## src/rtl/stq_drain.sv

```systemverilog
// stq_drain: drains passe (retired) store-queue entries in program order into
// the two L1D write lanes, with a skid stage for cache back-pressure and a
// freed-index return path to the allocator.
module stq_drain #(
    parameter int unsigned ADATA_W = 64,
    parameter int unsigned DATA_W  = 136
) (
    input  logic               clk,
    input  logic               rst,

    input  logic               pse0_en,
    input  logic [5:0]         pse0_WQ,
    input  logic               pse1_en,
    input  logic [5:0]         pse1_WQ,

    output logic               rd0_en,
    output logic [5:0]         rd0_WQ,
    output logic               rd1_en,
    output logic [5:0]         rd1_WQ,
    input  logic [DATA_W-1:0]  rd0_data,
    input  logic [DATA_W-1:0]  rd1_data,
    input  logic [31:0]        rd0_bnkEn,
    input  logic [31:0]        rd1_bnkEn,
    input  logic [ADATA_W-1:0] rd0_adata,
    input  logic [ADATA_W-1:0] rd1_adata,

    output logic               wb0_en,
    output logic [5:0]         wb0_LSQ,
    output logic [ADATA_W-1:0] wb0_adata,
    output logic [DATA_W-1:0]  wb0_data,
    output logic [31:0]        wb0_bnkEn,
    output logic               wb1_en,
    output logic [5:0]         wb1_LSQ,
    output logic [ADATA_W-1:0] wb1_adata,
    output logic [DATA_W-1:0]  wb1_data,
    output logic [31:0]        wb1_bnkEn,
    input  logic               wb_stall,

    output logic [63:0]        free_en,
    output logic [1:0]         free_cnt,
    output logic               drain_idle
);

    localparam int unsigned IDX_W = 6;
    localparam int unsigned NENT  = 64;
    localparam int unsigned BNK_W = 32;

    // One write-lane payload as it moves through S1, skid and wb.
    typedef struct packed {
        logic               v;
        logic [IDX_W-1:0]   wq;
        logic [ADATA_W-1:0] adata;
        logic [DATA_W-1:0]  data;
        logic [BNK_W-1:0]   bnk;
    } lane_t;

    // ---------------------------------------------------------------------
    // State
    // ---------------------------------------------------------------------
    logic [NENT-1:0]  r_passe;
    logic [IDX_W-1:0] r_rd_ptr;
    logic [IDX_W-1:0] r_head;
    logic             r_inf0;
    logic             r_inf1;
    logic [IDX_W-1:0] r_inf0_wq;
    logic [IDX_W-1:0] r_inf1_wq;
    lane_t            r_sk0;
    lane_t            r_sk1;
    lane_t            r_wb0;
    lane_t            r_wb1;
    logic [NENT-1:0]  r_free_en;
    logic [1:0]       r_free_cnt;

    // ---------------------------------------------------------------------
    // Combinational
    // ---------------------------------------------------------------------
    logic             w_conflict;
    logic [IDX_W-1:0] w_rd_ptr1;
    logic             w_rd0;
    logic             w_rd1;
    logic [IDX_W-1:0] w_rd_ptr_nxt;
    lane_t            w_s1_0;
    lane_t            w_s1_1;
    logic             w_accept;
    logic             w_wb_load;
    logic [1:0]       w_acc_cnt;
    logic [NENT-1:0]  w_clr;
    logic [NENT-1:0]  w_set;
    logic [NENT-1:0]  w_passe_nxt;
    lane_t            w_wb0_nxt;
    lane_t            w_wb1_nxt;
    lane_t            w_sk0_nxt;
    lane_t            w_sk1_nxt;

    // S1 bank check: both lanes back and touching a common bank.
    assign w_conflict = r_inf0 & r_inf1 & (|(rd0_bnkEn & rd1_bnkEn));

    // S0 read issue; blocked by stall, a pending skid, or an S1 conflict.
    assign w_rd_ptr1 = r_rd_ptr + IDX_W'(1);
    assign w_rd0     = r_passe[r_rd_ptr] & ~wb_stall & ~r_sk0.v & ~w_conflict;
    assign w_rd1     = w_rd0 & r_passe[w_rd_ptr1];

    // A conflict rewinds the read pointer to the dropped lane 1 entry.
    assign w_rd_ptr_nxt = w_conflict ? r_inf1_wq
                                     : r_rd_ptr + IDX_W'(w_rd0) + IDX_W'(w_rd1);

    // Acceptance of the wb registers by the cache.
    assign w_accept  = r_wb0.v & ~wb_stall;
    assign w_wb_load = ~r_wb0.v | w_accept;
    assign w_acc_cnt = {1'b0, w_accept} + {1'b0, w_accept & r_wb1.v};

    // Assemble S1 lanes from returning read data; idle lanes are zeroed.
    always_comb begin
        w_s1_0 = '0;
        w_s1_1 = '0;
        if (r_inf0) begin
            w_s1_0.v     = 1'b1;
            w_s1_0.wq    = r_inf0_wq;
            w_s1_0.adata = rd0_adata;
            w_s1_0.data  = rd0_data;
            w_s1_0.bnk   = rd0_bnkEn;
        end
        if (r_inf1 & ~w_conflict) begin
            w_s1_1.v     = 1'b1;
            w_s1_1.wq    = r_inf1_wq;
            w_s1_1.adata = rd1_adata;
            w_s1_1.data  = rd1_data;
            w_s1_1.bnk   = rd1_bnkEn;
        end
    end

    // Passe set/clear masks; a same-cycle set on a cleared index wins.
    always_comb begin
        w_clr = '0;
        w_set = '0;
        if (w_accept) begin
            w_clr[r_wb0.wq] = 1'b1;
            if (r_wb1.v) begin
                w_clr[r_wb1.wq] = 1'b1;
            end
        end
        if (pse0_en) begin
            w_set[pse0_WQ] = 1'b1;
        end
        if (pse1_en) begin
            w_set[pse1_WQ] = 1'b1;
        end
        w_passe_nxt = (r_passe & ~w_clr) | w_set;
    end

    // Wb/skid steering: wb refills from skid first, then S1; otherwise S1 parks in skid.
    always_comb begin
        w_wb0_nxt = r_wb0;
        w_wb1_nxt = r_wb1;
        w_sk0_nxt = r_sk0;
        w_sk1_nxt = r_sk1;
        if (w_wb_load) begin
            if (r_sk0.v) begin
                w_wb0_nxt = r_sk0;
                w_wb1_nxt = r_sk1;
                w_sk0_nxt = '0;
                w_sk1_nxt = '0;
            end else begin
                w_wb0_nxt = w_s1_0;
                w_wb1_nxt = w_s1_1;
            end
        end else if (w_s1_0.v) begin
            w_sk0_nxt = w_s1_0;
            w_sk1_nxt = w_s1_1;
        end
    end

    // State registers.
    always_ff @(posedge clk) begin
        if (rst) begin
            r_passe    <= '0;
            r_rd_ptr   <= '0;
            r_head     <= '0;
            r_inf0     <= 1'b0;
            r_inf1     <= 1'b0;
            r_inf0_wq  <= '0;
            r_inf1_wq  <= '0;
            r_sk0      <= '0;
            r_sk1      <= '0;
            r_wb0      <= '0;
            r_wb1      <= '0;
            r_free_en  <= '0;
            r_free_cnt <= '0;
        end else begin
            r_passe    <= w_passe_nxt;
            r_rd_ptr   <= w_rd_ptr_nxt;
            r_head     <= r_head + IDX_W'(w_acc_cnt);
            r_inf0     <= w_rd0;
            r_inf1     <= w_rd1;
            r_inf0_wq  <= r_rd_ptr;
            r_inf1_wq  <= w_rd_ptr1;
            r_sk0      <= w_sk0_nxt;
            r_sk1      <= w_sk1_nxt;
            r_wb0      <= w_wb0_nxt;
            r_wb1      <= w_wb1_nxt;
            r_free_en  <= w_clr;
            r_free_cnt <= w_acc_cnt;
        end
    end

    // ---------------------------------------------------------------------
    // Outputs
    // ---------------------------------------------------------------------
    assign rd0_en    = w_rd0;
    assign rd0_WQ    = r_rd_ptr;
    assign rd1_en    = w_rd1;
    assign rd1_WQ    = w_rd_ptr1;

    assign wb0_en    = r_wb0.v;
    assign wb0_LSQ   = r_wb0.wq;
    assign wb0_adata = r_wb0.adata;
    assign wb0_data  = r_wb0.data;
    assign wb0_bnkEn = r_wb0.bnk;
    assign wb1_en    = r_wb1.v;
    assign wb1_LSQ   = r_wb1.wq;
    assign wb1_adata = r_wb1.adata;
    assign wb1_data  = r_wb1.data;
    assign wb1_bnkEn = r_wb1.bnk;

    assign free_en   = r_free_en;
    assign free_cnt  = r_free_cnt;

    assign drain_idle = ~(|r_passe) & ~r_inf0 & ~r_inf1 & ~r_sk0.v & ~r_wb0.v;

endmodule

```

## config.mk

```make
export PLATFORM = sky130hd
export DESIGN_NAME = stq_drain
export DESIGN_NICKNAME = d
export VERILOG_FILES = /design/src/rtl/stq_drain.sv
export SDC_FILE = /design/constraint.sdc
export NUM_CORES = 2
export LEC_CHECK = 0
export ABC_AREA = 1
export CORE_AREA = 2 2 408 410
export DETAILED_ROUTE_END_ITERATION = 10
export DIE_AREA = 0 0 410 412
export PLACE_DENSITY = 0.54
export REMOVE_ABC_BUFFERS = 1
export SKIP_CTS_REPAIR_TIMING = 1
export SYNTH_ARGS = -nofsm -noshare
export SYNTH_HDL_FRONTEND = slang
export SYNTH_SLANG_ARGS = --single-unit
```

## constraint.sdc

```tcl
create_clock -name clk -period 3.1 [get_ports clk]
set_input_delay 0.62 -clock clk [delete_from_list [all_inputs] [get_ports clk]]
set_output_delay 0.62 -clock clk [all_outputs]
set_load 0.05 [all_outputs]
```

==> flow_summary.toml <==
[outcome]
status = "complete, but fails checks"
violations = "setup timing"

[timing]
setup_violations = 2
grt_setup_unrepaired = "yes"
setup_ws_ns = -0.277
hold_slack_ns = 0.194
period_needed_ns = 3.38
finalCritPeriodShare_pct = 109
finalHoldViolations = 0
skew_ns = 0.0366
drv_slew = 0
clock.fmax_mhz = 296
slew_headroom_pct = 24.7
tightest_slew_ns = 1.13

[detailed_routing]
wl_per_cell_um = 23.7
first_pass_iters = 5
drc = 0
wirelength_um = 209000
vias_per_cell = 5.38
drt_iter0_drc = 4221
vias = 47500
ant_nets = 0

[setup_path]
crit_path_end_kind = "output port"
worstPathArrival_ns = 2.76
rr_endpoint = "rd0_WQ[4]$_SDFF_PP0_"
path_class = "register to output port"
r2r_cells = 18
reg2reg_slack_ns = 0.23
start_kind = "register"
startpoint = "rd0_WQ[0]$_SDFF_PP0_"
crit_required_ns = 2.48
timing.rr.start = "rd0_WQ[1]$_SDFF_PP0_"
cp_max_fo = 5

[cells_and_area]
final_cell_mix = "dfxtp_1, clkdlybuf4s50_1, nand2_1, inv_1, a21oi_1"
final_cells = 8830
drive_gt1_share_pct = 8.58
final_nets = 6996
multi_input_area_um2 = 19300
regArea_um2 = 22200
mostFrequentLayoutCell = "dfxtp_1"
nFillCells = 16600
area_growth_pct = 40.9
postLayoutCellArea_um2 = 64600

[yosys]
syn_area_per_cell_um2 = 8.19
syn_area_um2 = 45900
synth-seq-cells = 1106
yosysUniqueCellTypes = 37
synth_top_area_cell = "dfxtp_1"
async_flop_share_pct = 0
yosysWarnings = 0
postSynthCellCount = 5602
synthDominantCellAreaShare_pct = 48.3
synth_edf_count = 0
yosysSeqAreaShare_pct = 48.3
ys.flop_type = "dfxtp_1"
synthTopCellsByArea = "dfxtp_1, nand2_1, nand4_1, a21oi_1, inv_1"

[global_route]
grt_overflow = 0
antenna_found_initial = 39
grt_pass1_vias = 44300
grt_use_total_pct = 23.2
grt_pass1_wl_um = 300000
grt_max_degree = 230

[floorplan]
core_um2 = 164000
die_w_um = 410
start_util_pct = 27.9
io_pins = 1040
die_h_um = 412
num_rows = 149
die-area_um2 = 169000

[placement]
place.gp.congestion = 0.922
dp.cells = 8562
post-place-ws_ns = -1.37
dpl-instance-area_um2 = 59700
place_hpwl_um = 140000
port_buffers = 1039

[worst_hold_path]
hold_depth = 3
min_path_type = "input pin to register"
min_to = "r_sk0[1]$_SDFFE_PP0P_"
hold_start = "rd0_bnkEn[1]"

[cts]
cts.sinks = 1106
cts-root-buf = "clkbuf_16"
cts_inserted_buffers = 134
clk_pin_slew_worst_paths_ns = 0.06
htreeDepth = 4
cts_tree = "yes"
clock_latency_ns = 0.79
cts_buffer_depth = 3

[pwr]
power_density_nw_per_um2 = 497
leakage_nw = 20.9
max-vdd-ir-drop_v = 0.000545
finalPower_mw = 32.1

[job]
cap_viol_max_count = 0
## where the power goes
part / switching, mW / leakage, nW / internal, mW
clock network: 6.76 / 2.22 / 9.34
registers: 0.0300 / 8.91 / 14.2
logic: 0.904 / 9.81 / 0.818
total: 7.70 / 20.9 / 24.4
## synth_stat cells (2+ instances only)
| master | instances |
|---|---|
| a211oi_1 | 2 |
| a21oi_1 | 533 |
| a221oi_1 | 238 |
| a22o_1 | 232 |
| a22oi_1 | 16 |
| a31oi_1 | 45 |
| buf_1 | 37 |
| buf_2 | 134 |
| buf_4 | 2 |
| buf_6 | 32 |
| clkbuf_1 | 340 |
| clkinv_1 | 3 |
| dfxtp_1 | 1106 |
| ha_1 | 2 |
| inv_1 | 581 |
| inv_2 | 5 |
| nand2_1 | 924 |
| nand2_2 | 2 |
| nand3_1 | 96 |
| nand4_1 | 486 |
| nor2_1 | 122 |
| nor2_4 | 2 |
| nor3_1 | 53 |
| nor4_1 | 13 |
| nor4_2 | 2 |
| o211ai_1 | 4 |
| o21ai_0 | 338 |
| o21ai_1 | 2 |
| o32ai_1 | 238 |
| xor2_1 | 5 |
## critical path: stages, from the launching register on
cell and delay [ns]:
dfxtp_4 0.36, ha_4 0.18, xor2_4 0.15, buf_4 0.17
inv_4 0.08, buf_8 0.13, nand3_1 0.09, nand3_2 0.09
nand3_1 0.10, nand3_1 0.12, nand2_2 0.08, buf_4 0.15
nor2_4 0.12, buf_12 0.16
## registers in the layout, indices dropped and copies added (netlist names), 64 cells and up
name	flops
free_en	64
wb1_data	136
r_sk1	239
wb1_adata	64
wb0_data	136
r_sk0	239
wb0_adata	64
r_passe	64
## area by class of cell
type                            count  share of cell area (%)
Multi-Input combinational cell   3361                    29.9
Sequential cell                  1106                    34.3
Timing Repair Buffer             1320                    21.1
Clock inverter                     51                   0.930
Antenna cell                       24                  0.0930
Inverter                          589                    3.46
Tap cell                         2189                    4.24
Clock buffer                      190                    6.02
## worst max-delay path by stage
| stage | slack [ns] | endpoint |
|---|---|---|
| detailed placement | -1.37 | rd0_WQ[4]$_SDFF_PP0_ |
| global placement | -1.42 | rd0_WQ[4]$_SDFF_PP0_ |
| finish | -0.28 | rd1_en |
| global route | -0.40 | rd1_en |
| CTS | -1.20 | rd1_en |
| floorplan | -16.57 | r_sk1[10]$_SDFFE_PP0P_ |
## kinds of logic (layout without fill, tap and decap cells)
family | Yosys count | count (layout) | share of synthesized area (%)
other cells | 0 | 24 | 0
buf+inv | 1135 | 2150 | 10.2
compound gates | 1649 | 1649 | 24.0
simple gates | 1701 | 1701 | 17.1
flops | 1106 | 1106 | 48.3
fa+ha+maj | 3 | 3 | 0.0982
xor+xnor | 8 | 8 | 0.210
## metal layers
| metal | GRT usage (%) | share of wire [%] | vias up |
|---|---|---|---|
| met5 | 0 | 0.10 | - |
| met4 | 9.88 | 4.1 | 32 |
| met3 | 6.58 | 8.0 | 391 |
| met2 | 37.1 | 46 | 1843 |
| met1 | 29.3 | 42 | 23300 |
| li1 | - | - | 21900 |
## stage by stage
step	setup TNS, ns	utilization, %
final	-0.501	39.3
after global routing	-0.826	39.3
after CTS	-6.03	39.1
after detailed placement	-377.92	36.4
after global placement	-397.10	36.4
after floorplan	-	-
Power figures use the tool's default switching activity.
